$ cat config.mk
export PLATFORM = sky130hd
export DESIGN_NAME = vga_write_arbiter
export DESIGN_NICKNAME = d
export VERILOG_FILES = /design/src/rtl/vga_write_arbiter.sv
export SDC_FILE = /design/constraint.sdc
export NUM_CORES = 1
export LEC_CHECK = 0
export BUFFER_PORTS_ARGS = -buffer_cell sky130_fd_sc_hd__buf_2
export CORE_MARGIN = 1.5
export CORE_UTILIZATION = 44
export DETAILED_ROUTE_END_ITERATION = 8
export PLACE_DENSITY = 0.8
export SKIP_LAST_GASP = 1
export SLEW_MARGIN = 10
export SYNTH_ARGS = -nofsm -noshare
export SYNTH_HDL_FRONTEND = slang
export SYNTH_SLANG_ARGS = --single-unit
export TNS_END_PERCENT = 100
$ cat constraint.sdc
create_clock -name clk -period 2 [get_ports clk]
set_input_delay 0.2 -clock clk [delete_from_list [all_inputs] [get_ports clk]]
set_output_delay 0.2 -clock clk [all_outputs]
set_load 0.03 [all_outputs]
$ cat src/rtl/vga_write_arbiter.sv
// rtl/vga_write_arbiter.sv - arbitrates pixel-writer channels onto one registered VGA write port
// Saturating beat/stall counters are built only when VGA_WRITE_ARBITER_STATS_EN is defined.
module vga_write_arbiter #(
  parameter int NUM_CH    = 2,
  parameter int X_W       = 10,
  parameter int Y_W       = 9,
  parameter int COLOR_W   = 9,
  parameter int RR_MODE   = 0,
  parameter int MAX_BURST = 64,
  localparam int GID_W    = (NUM_CH > 1) ? $clog2(NUM_CH) : 1
) (
  input  logic                       clk,
  input  logic                       reset,
  input  logic [NUM_CH-1:0]          req_valid,
  input  logic [NUM_CH-1:0]          req_last,
  input  logic [NUM_CH*X_W-1:0]      req_x,
  input  logic [NUM_CH*Y_W-1:0]      req_y,
  input  logic [NUM_CH*COLOR_W-1:0]  req_color,
  output logic [NUM_CH-1:0]          req_ready,
  output logic [X_W-1:0]             out_x,
  output logic [Y_W-1:0]             out_y,
  output logic [COLOR_W-1:0]         out_color,
  output logic                       out_write,
  input  logic                       out_ready,
  output logic [GID_W-1:0]           grant_id,
  output logic                       grant_valid
`ifdef VGA_WRITE_ARBITER_STATS_EN
  ,
  input  logic                       stat_clear,
  output logic [31:0]                stat_beats,
  output logic [31:0]                stat_stall
`endif
);

  localparam int CNT_W = $clog2(MAX_BURST);

  typedef enum logic {S_IDLE, S_GRANT} state_t;

  state_t             r_state, w_state_nxt;
  logic [GID_W-1:0]   r_grant_id, r_last_grant;
  logic [GID_W-1:0]   w_winner, w_low, w_high;
  logic               w_high_found;
  logic [CNT_W-1:0]   r_burst_cnt;
  logic               w_sel_valid, w_sel_last;
  logic [X_W-1:0]     w_sel_x, r_out_x;
  logic [Y_W-1:0]     w_sel_y, r_out_y;
  logic [COLOR_W-1:0] w_sel_color, r_out_color;
  logic               r_out_write, w_owner_ready, w_beat, w_release;

  // w_low is the lowest valid index; w_high is the lowest valid index above the last owner.
  always_comb begin
    w_low        = '0;
    w_high       = '0;
    w_high_found = 1'b0;
    for (int i = NUM_CH - 1; i >= 0; i--) begin
      if (req_valid[i]) begin
        w_low = GID_W'(i);
        if (GID_W'(i) > r_last_grant) begin
          w_high       = GID_W'(i);
          w_high_found = 1'b1;
        end
      end
    end
    w_winner = (RR_MODE != 0 && w_high_found) ? w_high : w_low;
  end

  always_comb begin
    w_sel_valid = 1'b0;
    w_sel_last  = 1'b0;
    w_sel_x     = '0;
    w_sel_y     = '0;
    w_sel_color = '0;
    for (int i = 0; i < NUM_CH; i++) begin
      if (GID_W'(i) == r_grant_id) begin
        w_sel_valid = req_valid[i];
        w_sel_last  = req_last[i];
        w_sel_x     = req_x[i*X_W +: X_W];
        w_sel_y     = req_y[i*Y_W +: Y_W];
        w_sel_color = req_color[i*COLOR_W +: COLOR_W];
      end
    end
  end

  assign w_owner_ready = out_ready | ~r_out_write;
  assign w_beat        = (r_state == S_GRANT) & w_sel_valid & w_owner_ready;
  assign w_release     = w_beat & (w_sel_last | (r_burst_cnt == CNT_W'(MAX_BURST - 1)));

  always_comb begin
    w_state_nxt = r_state;
    req_ready   = '0;
    case (r_state)
      S_IDLE: begin
        if (|req_valid) w_state_nxt = S_GRANT;
      end
      S_GRANT: begin
        for (int i = 0; i < NUM_CH; i++) begin
          req_ready[i] = (GID_W'(i) == r_grant_id) & w_owner_ready;
        end
        if (w_release) w_state_nxt = S_IDLE;
      end
      default: w_state_nxt = S_IDLE;
    endcase
  end

  always_ff @(posedge clk) begin
    if (reset) begin
      r_state      <= S_IDLE;
      r_grant_id   <= '0;
      r_last_grant <= GID_W'(NUM_CH - 1);
      r_burst_cnt  <= '0;
      r_out_write  <= 1'b0;
      r_out_x      <= '0;
      r_out_y      <= '0;
      r_out_color  <= '0;
    end else begin
      r_state <= w_state_nxt;
      if (r_state == S_IDLE && |req_valid) begin
        r_grant_id  <= w_winner;
        r_burst_cnt <= '0;
      end
      if (w_beat) r_burst_cnt <= r_burst_cnt + 1'b1;
      if (w_release) r_last_grant <= r_grant_id;
      if (w_beat) begin
        r_out_write <= 1'b1;
        r_out_x     <= w_sel_x;
        r_out_y     <= w_sel_y;
        r_out_color <= w_sel_color;
      end else if (out_ready) begin
        r_out_write <= 1'b0;
      end
    end
  end

  assign out_x       = r_out_x;
  assign out_y       = r_out_y;
  assign out_color   = r_out_color;
  assign out_write   = r_out_write;
  assign grant_id    = r_grant_id;
  assign grant_valid = (r_state == S_GRANT);

`ifdef VGA_WRITE_ARBITER_STATS_EN
  logic [31:0] r_stat_beats, r_stat_stall;

  always_ff @(posedge clk) begin
    if (reset || stat_clear) begin
      r_stat_beats <= '0;
      r_stat_stall <= '0;
    end else begin
      if (r_out_write && out_ready && r_stat_beats != '1) r_stat_beats <= r_stat_beats + 1'b1;
      if (r_out_write && !out_ready && r_stat_stall != '1) r_stat_stall <= r_stat_stall + 1'b1;
    end
  end

  assign stat_beats = r_stat_beats;
  assign stat_stall = r_stat_stall;
`endif

endmodule

==> results.md <==
- The flow ran to the end, and the final reports show no timing, DRC or antenna violations.
- The signal on the critical path passes through mux2_4 > and3_2 > buf_12 > nor2_1 > a211oi_1.
- The net load switching power is around 540 uW.
- The instance area after placement is 2190 sq um.
- The clock skew after layout is 0.00163 ns.
- Once layout is complete, the utilization of the core stands at 0.621.
- The critical path data required time is around 2.2 ns.
- The layout net count is ~330.
- The count of nets left with antenna violations once routing finished came out at 0.
- The core region area is roughly 3700 sq um.
- The kind of capture point of the worst setup path is a flop.
- The number of hold-slack violations in the final timing report is 0.
- The sequential group share of total power is 0.429.
- The worst reg-to-reg path cell count is 5.
- The number of standard cells after synthesis is between 150 and 200.
- The number of warnings issued by yosys is 0.
- The cell internal power dissipation is approximately 1.4 mW.
- Gates resized during post-CTS repair numbered 0.
- In this run, post-CTS hold repair placed 0 buffers.
- The tool flagged a number of max-cap violations equal to 0.
- The worst register-to-register path has a setup slack of 0.19 ns.
- The clock tree synthesis step divided the H-tree into 2 levels.
- The power density normalized to cell area is between 800 and 900 nW/um^2.
- The endpoint identified for the worst register-to-register timing path is out_color[3].
- Setup repair after global routing left no endpoint under its margin.
- The count of TritonRoute iterations in the first routing pass is 4.
- Measured along the y axis, the die boundary spans about 66 microns.
- Summing all non-filler instances in the final layout gives an area of between 2000 and 2500 sq um.
- The kind of start point of the critical path is a flop.
- Dividing the detail-routed via count by the number of cells gives 5.06.
- The summed negative setup slack over all endpoints is 0 ns.
- The number of antenna violations at the first check in global routing is 0.
- The worst register-to-register path begins at grant_id.
- Of the synthesized area, sequential elements account for 0.431.
- The CTS tree is done.
- In the final layout, the multi-input gates occupy 858 sq um.
- The synthesized net count is 242.
- The die covers between 4000 and 5000 sq um.
- The relative contribution of combinational cells to total power is 0.231.
- The number of cells on the worst hold path is 2.
- After detailed routing, the average wire length per cell comes to between 10 and 15 microns.
- The HPWL after detailed placement is ~2.7 mm.
- The worst-case IR drop observed on VDD is roughly 470 uV.
- In the final layout, the share of cells above drive strength 1 is 0.415.
- The overall routed net length is between 3 and 4 mm.
- The synthesized area per cell is 9.67 sq um.
- The TritonCTS sink count is 37.
- The total routing usage reported by global routing is 0.172.
- The filler cell count in the final layout is roughly 350.
- The sequential cell area is 742 sq um.
- Global routing finished with a remaining overflow of 0.
- The stage delay of the slowest cell on the critical path is between 0.6 and 0.7 ns.
- The floorplan step set the die width to 65.5 microns.
- The type of the worst setup path is flop to flop.
- The wire length of the first global-routing pass is around 5.9 mm.
- The number of global-route vias before repair is between 1k and 1.5k.
- The share of total power dissipated in the clock network is 0.340.
- Summed over all instances, the cell type with the most area after synthesis is sky130_fd_sc_hd__dfxtp_1.
- By area the synthesized netlist is led by sky130_fd_sc_hd__dfxtp_1 43%, sky130_fd_sc_hd__mux2i_1 17%, sky130_fd_sc_hd__a211oi_1 13%, sky130_fd_sc_hd__nor2_1 7.4%, sky130_fd_sc_hd__buf_6 3.9%.
- The cell with the largest stage delay on the worst path is sky130_fd_sc_hd__and3_2.
- The post-layout total power is around 1.9 mW.
- The DRC violation count after routing is 0.
- The floorplan has 22 rows.
- The worst-case headroom to the max-slew limit is 0.551.
- The layout-stage area growth over the synthesis result is 34.0%.
- The netlist uses 27 different library cells.
- For this configuration, the core starts out at a cell density of 0.463.
- The smallest clock period supported by the final layout is computed as around 1.8 ns.
- The final setup violation count is 0.
- In this run, the number of DRC markers left after iteration 0 of detailed routing was between 70 and 80.
- Data arrives at the worst endpoint at slightly below 2 ns.
- The register bit count reported by yosys is 37.
- The later pin in the worst-skew pair is clocked with a latency of 0.28 ns.
- The longest clock path from root to sink contains 2 buffers.
- The cell area after synthesis is 1720 sq um.
- Once the clock tree was built, the setup fixing pass inserted 0 buffers.
- The worst hold path terminates at grant_id.
- The startpoint identified for the worst hold timing path is req_valid[0].
- At the end of routability-driven placement, the weighted congestion stood at ~0.76.
- The maximum frequency from static timing analysis is roughly 550 MHz.
- The post-route fraction of the period consumed by the critical path is 0.906.
- The tightest min-delay check is of the input pin to flop type.
- For the pin with the worst max-slew slack, the measured transition is around 0.67 ns.
- The share of synthesized area in the top cell type comes to 0.431.
- The reported leakage power is roughly 1.0 nW.
- Of the total power, the share spent switching nets is 0.282.
- The count of buffers inserted at the top-level ports is 95.
- The max-slew violation count is 0.
- The largest fanout on the critical path is 40.
- The tree is rooted in a sky130_fd_sc_hd__clkbuf_8.
- 96 I/O pins were placed.
- The detailed-route via count is ~1.6k.
- Clock tree synthesis inserted a total of 5 buffers.
- The pin count of the biggest net entering global routing is 41.
- The diode insertion count for antenna repair is 0.
- The clock slew at the register clock pins of the worst setup and hold paths is approximately 0.070 ns.
[Yosys cell counts]
cell and n:
sky130_fd_sc_hd__mux2i_1 29, sky130_fd_sc_hd__nor2_1 34, sky130_fd_sc_hd__a2bb2oi_1 1, sky130_fd_sc_hd__a21oi_1 3, sky130_fd_sc_hd__a211oi_1 29, sky130_fd_sc_hd__inv_1 3, sky130_fd_sc_hd__buf_4 2, sky130_fd_sc_hd__buf_6 6
sky130_fd_sc_hd__a32o_1 1, sky130_fd_sc_hd__a221oi_2 1, sky130_fd_sc_hd__a311oi_1 2, sky130_fd_sc_hd__mux2_2 1, sky130_fd_sc_hd__nand2b_1 1, sky130_fd_sc_hd__o211a_1 1, sky130_fd_sc_hd__o21ai_0 2, sky130_fd_sc_hd__ha_1 1
sky130_fd_sc_hd__a2bb2o_2 1, sky130_fd_sc_hd__mux2_4 1, sky130_fd_sc_hd__nand2_1 5, sky130_fd_sc_hd__dfxtp_1 37, sky130_fd_sc_hd__buf_1 1, sky130_fd_sc_hd__nand3_1 4, sky130_fd_sc_hd__nor3_1 2, sky130_fd_sc_hd__clkbuf_1 4
sky130_fd_sc_hd__buf_2 2, sky130_fd_sc_hd__and3_1 2, sky130_fd_sc_hd__a41oi_1 2
[area by class of cell]
cell class | instances | area share
timing repair buffer | 99 | 0.225
sequential | 37 | 0.322
clock inverter | 1 | 0.0130
multi-input combinational | 123 | 0.372
inverter | 3 | 0.00488
tap | 48 | 0.0260
clock buffer | 7 | 0.0374
[flip-flops by register name (all words and copies together), names as in the netlist]
signal / cells
r_burst_cnt: 6
out_y: 9
out_color: 9
out_write: 1
grant_id: 1
out_x: 10
grant_valid: 1
[power by group through the flow]
stage	clock, mW	sequential [mW]	combinational (mW)
4_1_cts	0.665	0.819	0.447
3_5_place_dp	0	0.835	0.446
3_3_place_gp	0	0.835	0.436
6_report	0.650	0.819	0.442
2_1_floorplan	0	0.942	0.207
5_1_grt	0.700	0.827	0.479
[critical path: cells and delay by family (launching register included)]
| kind | cells | cell delay [ns] |
|---|---|---|
| multiplexers | 1 | 0.21 |
| buffers and inverters | 1 | 0.24 |
| flip-flops | 1 | 0.33 |
| AND/OR/NAND/NOR | 2 | 0.70 |
| AO/OA/AOI/OAI | 1 | 0.24 |
[worst max path at each step]
stage / slack, ns / endpoint / from / cells past startpoint
finish: 0.19 / out_color[3] / grant_id / 5
detailed placement: 0.19 / out_color[3] / grant_id / 5
global route: 0.05 / out_color[3] / out_write / 5
floorplan: 0.25 / r_burst_cnt[2] / grant_id / 7
CTS: 0.17 / out_color[3] / grant_id / 5
global placement: 0.31 / out_color[6] / grant_id / 5
[through the flow]
step,cells,setup WS [ns],hold slack (ns)
finish,318,0.188,0.130
global route,318,0.0504,0.141
CTS,318,0.168,0.127
detailed placement,310,0.187,0.424
global placement,310,0.309,0.424
floorplan,178,0.248,0.300
[metal layers]
layer | track usage | part of all wire
met1 | 0.196 | 0.46
met2 | 0.306 | 0.46
met3 | 0.0394 | 0.071
met5 | 0 | 0
met4 | 0.0755 | 0.0098
[cell families after synthesis]
group / share of synthesized area
AO/OA/AOI/OAI: 0.193
adder cells (fa/ha/maj): 0.00727
buffers and inverters: 0.0713
flip-flops: 0.431
multiplexers: 0.184
AND/OR/NAND/NOR: 0.113
[layout by cell type (no fill, tap or decap)]
cell type	Yosys	routed
sky130_fd_sc_hd__buf_12	0	1
sky130_fd_sc_hd__a21oi_1	3	3
sky130_fd_sc_hd__a2bb2oi_1	1	1
sky130_fd_sc_hd__a32o_1	1	1
sky130_fd_sc_hd__and3_1	2	1
sky130_fd_sc_hd__dfxtp_1	37	36
sky130_fd_sc_hd__dfxtp_2	0	1
sky130_fd_sc_hd__mux2i_1	29	29
sky130_fd_sc_hd__mux2_4	1	1
sky130_fd_sc_hd__clkbuf_1	4	1
sky130_fd_sc_hd__clkbuf_8	0	6
sky130_fd_sc_hd__and3_2	0	1
sky130_fd_sc_hd__o211a_1	1	1
sky130_fd_sc_hd__nand2b_1	1	1
sky130_fd_sc_hd__buf_2	2	95
sky130_fd_sc_hd__o21ai_0	2	2
sky130_fd_sc_hd__bufinv_16	0	1
sky130_fd_sc_hd__a41oi_1	2	2
sky130_fd_sc_hd__nand3_1	4	4
sky130_fd_sc_hd__nor2_1	34	34
sky130_fd_sc_hd__mux2_2	1	1
sky130_fd_sc_hd__a211oi_1	29	29
sky130_fd_sc_hd__inv_1	3	3
sky130_fd_sc_hd__a311oi_1	2	2
sky130_fd_sc_hd__buf_4	2	3
sky130_fd_sc_hd__a2bb2o_2	1	1
sky130_fd_sc_hd__a221oi_2	1	1
sky130_fd_sc_hd__ha_1	1	1
sky130_fd_sc_hd__nor3_1	2	2
sky130_fd_sc_hd__nand2_1	5	5
Power figures use the tool's default switching activity.
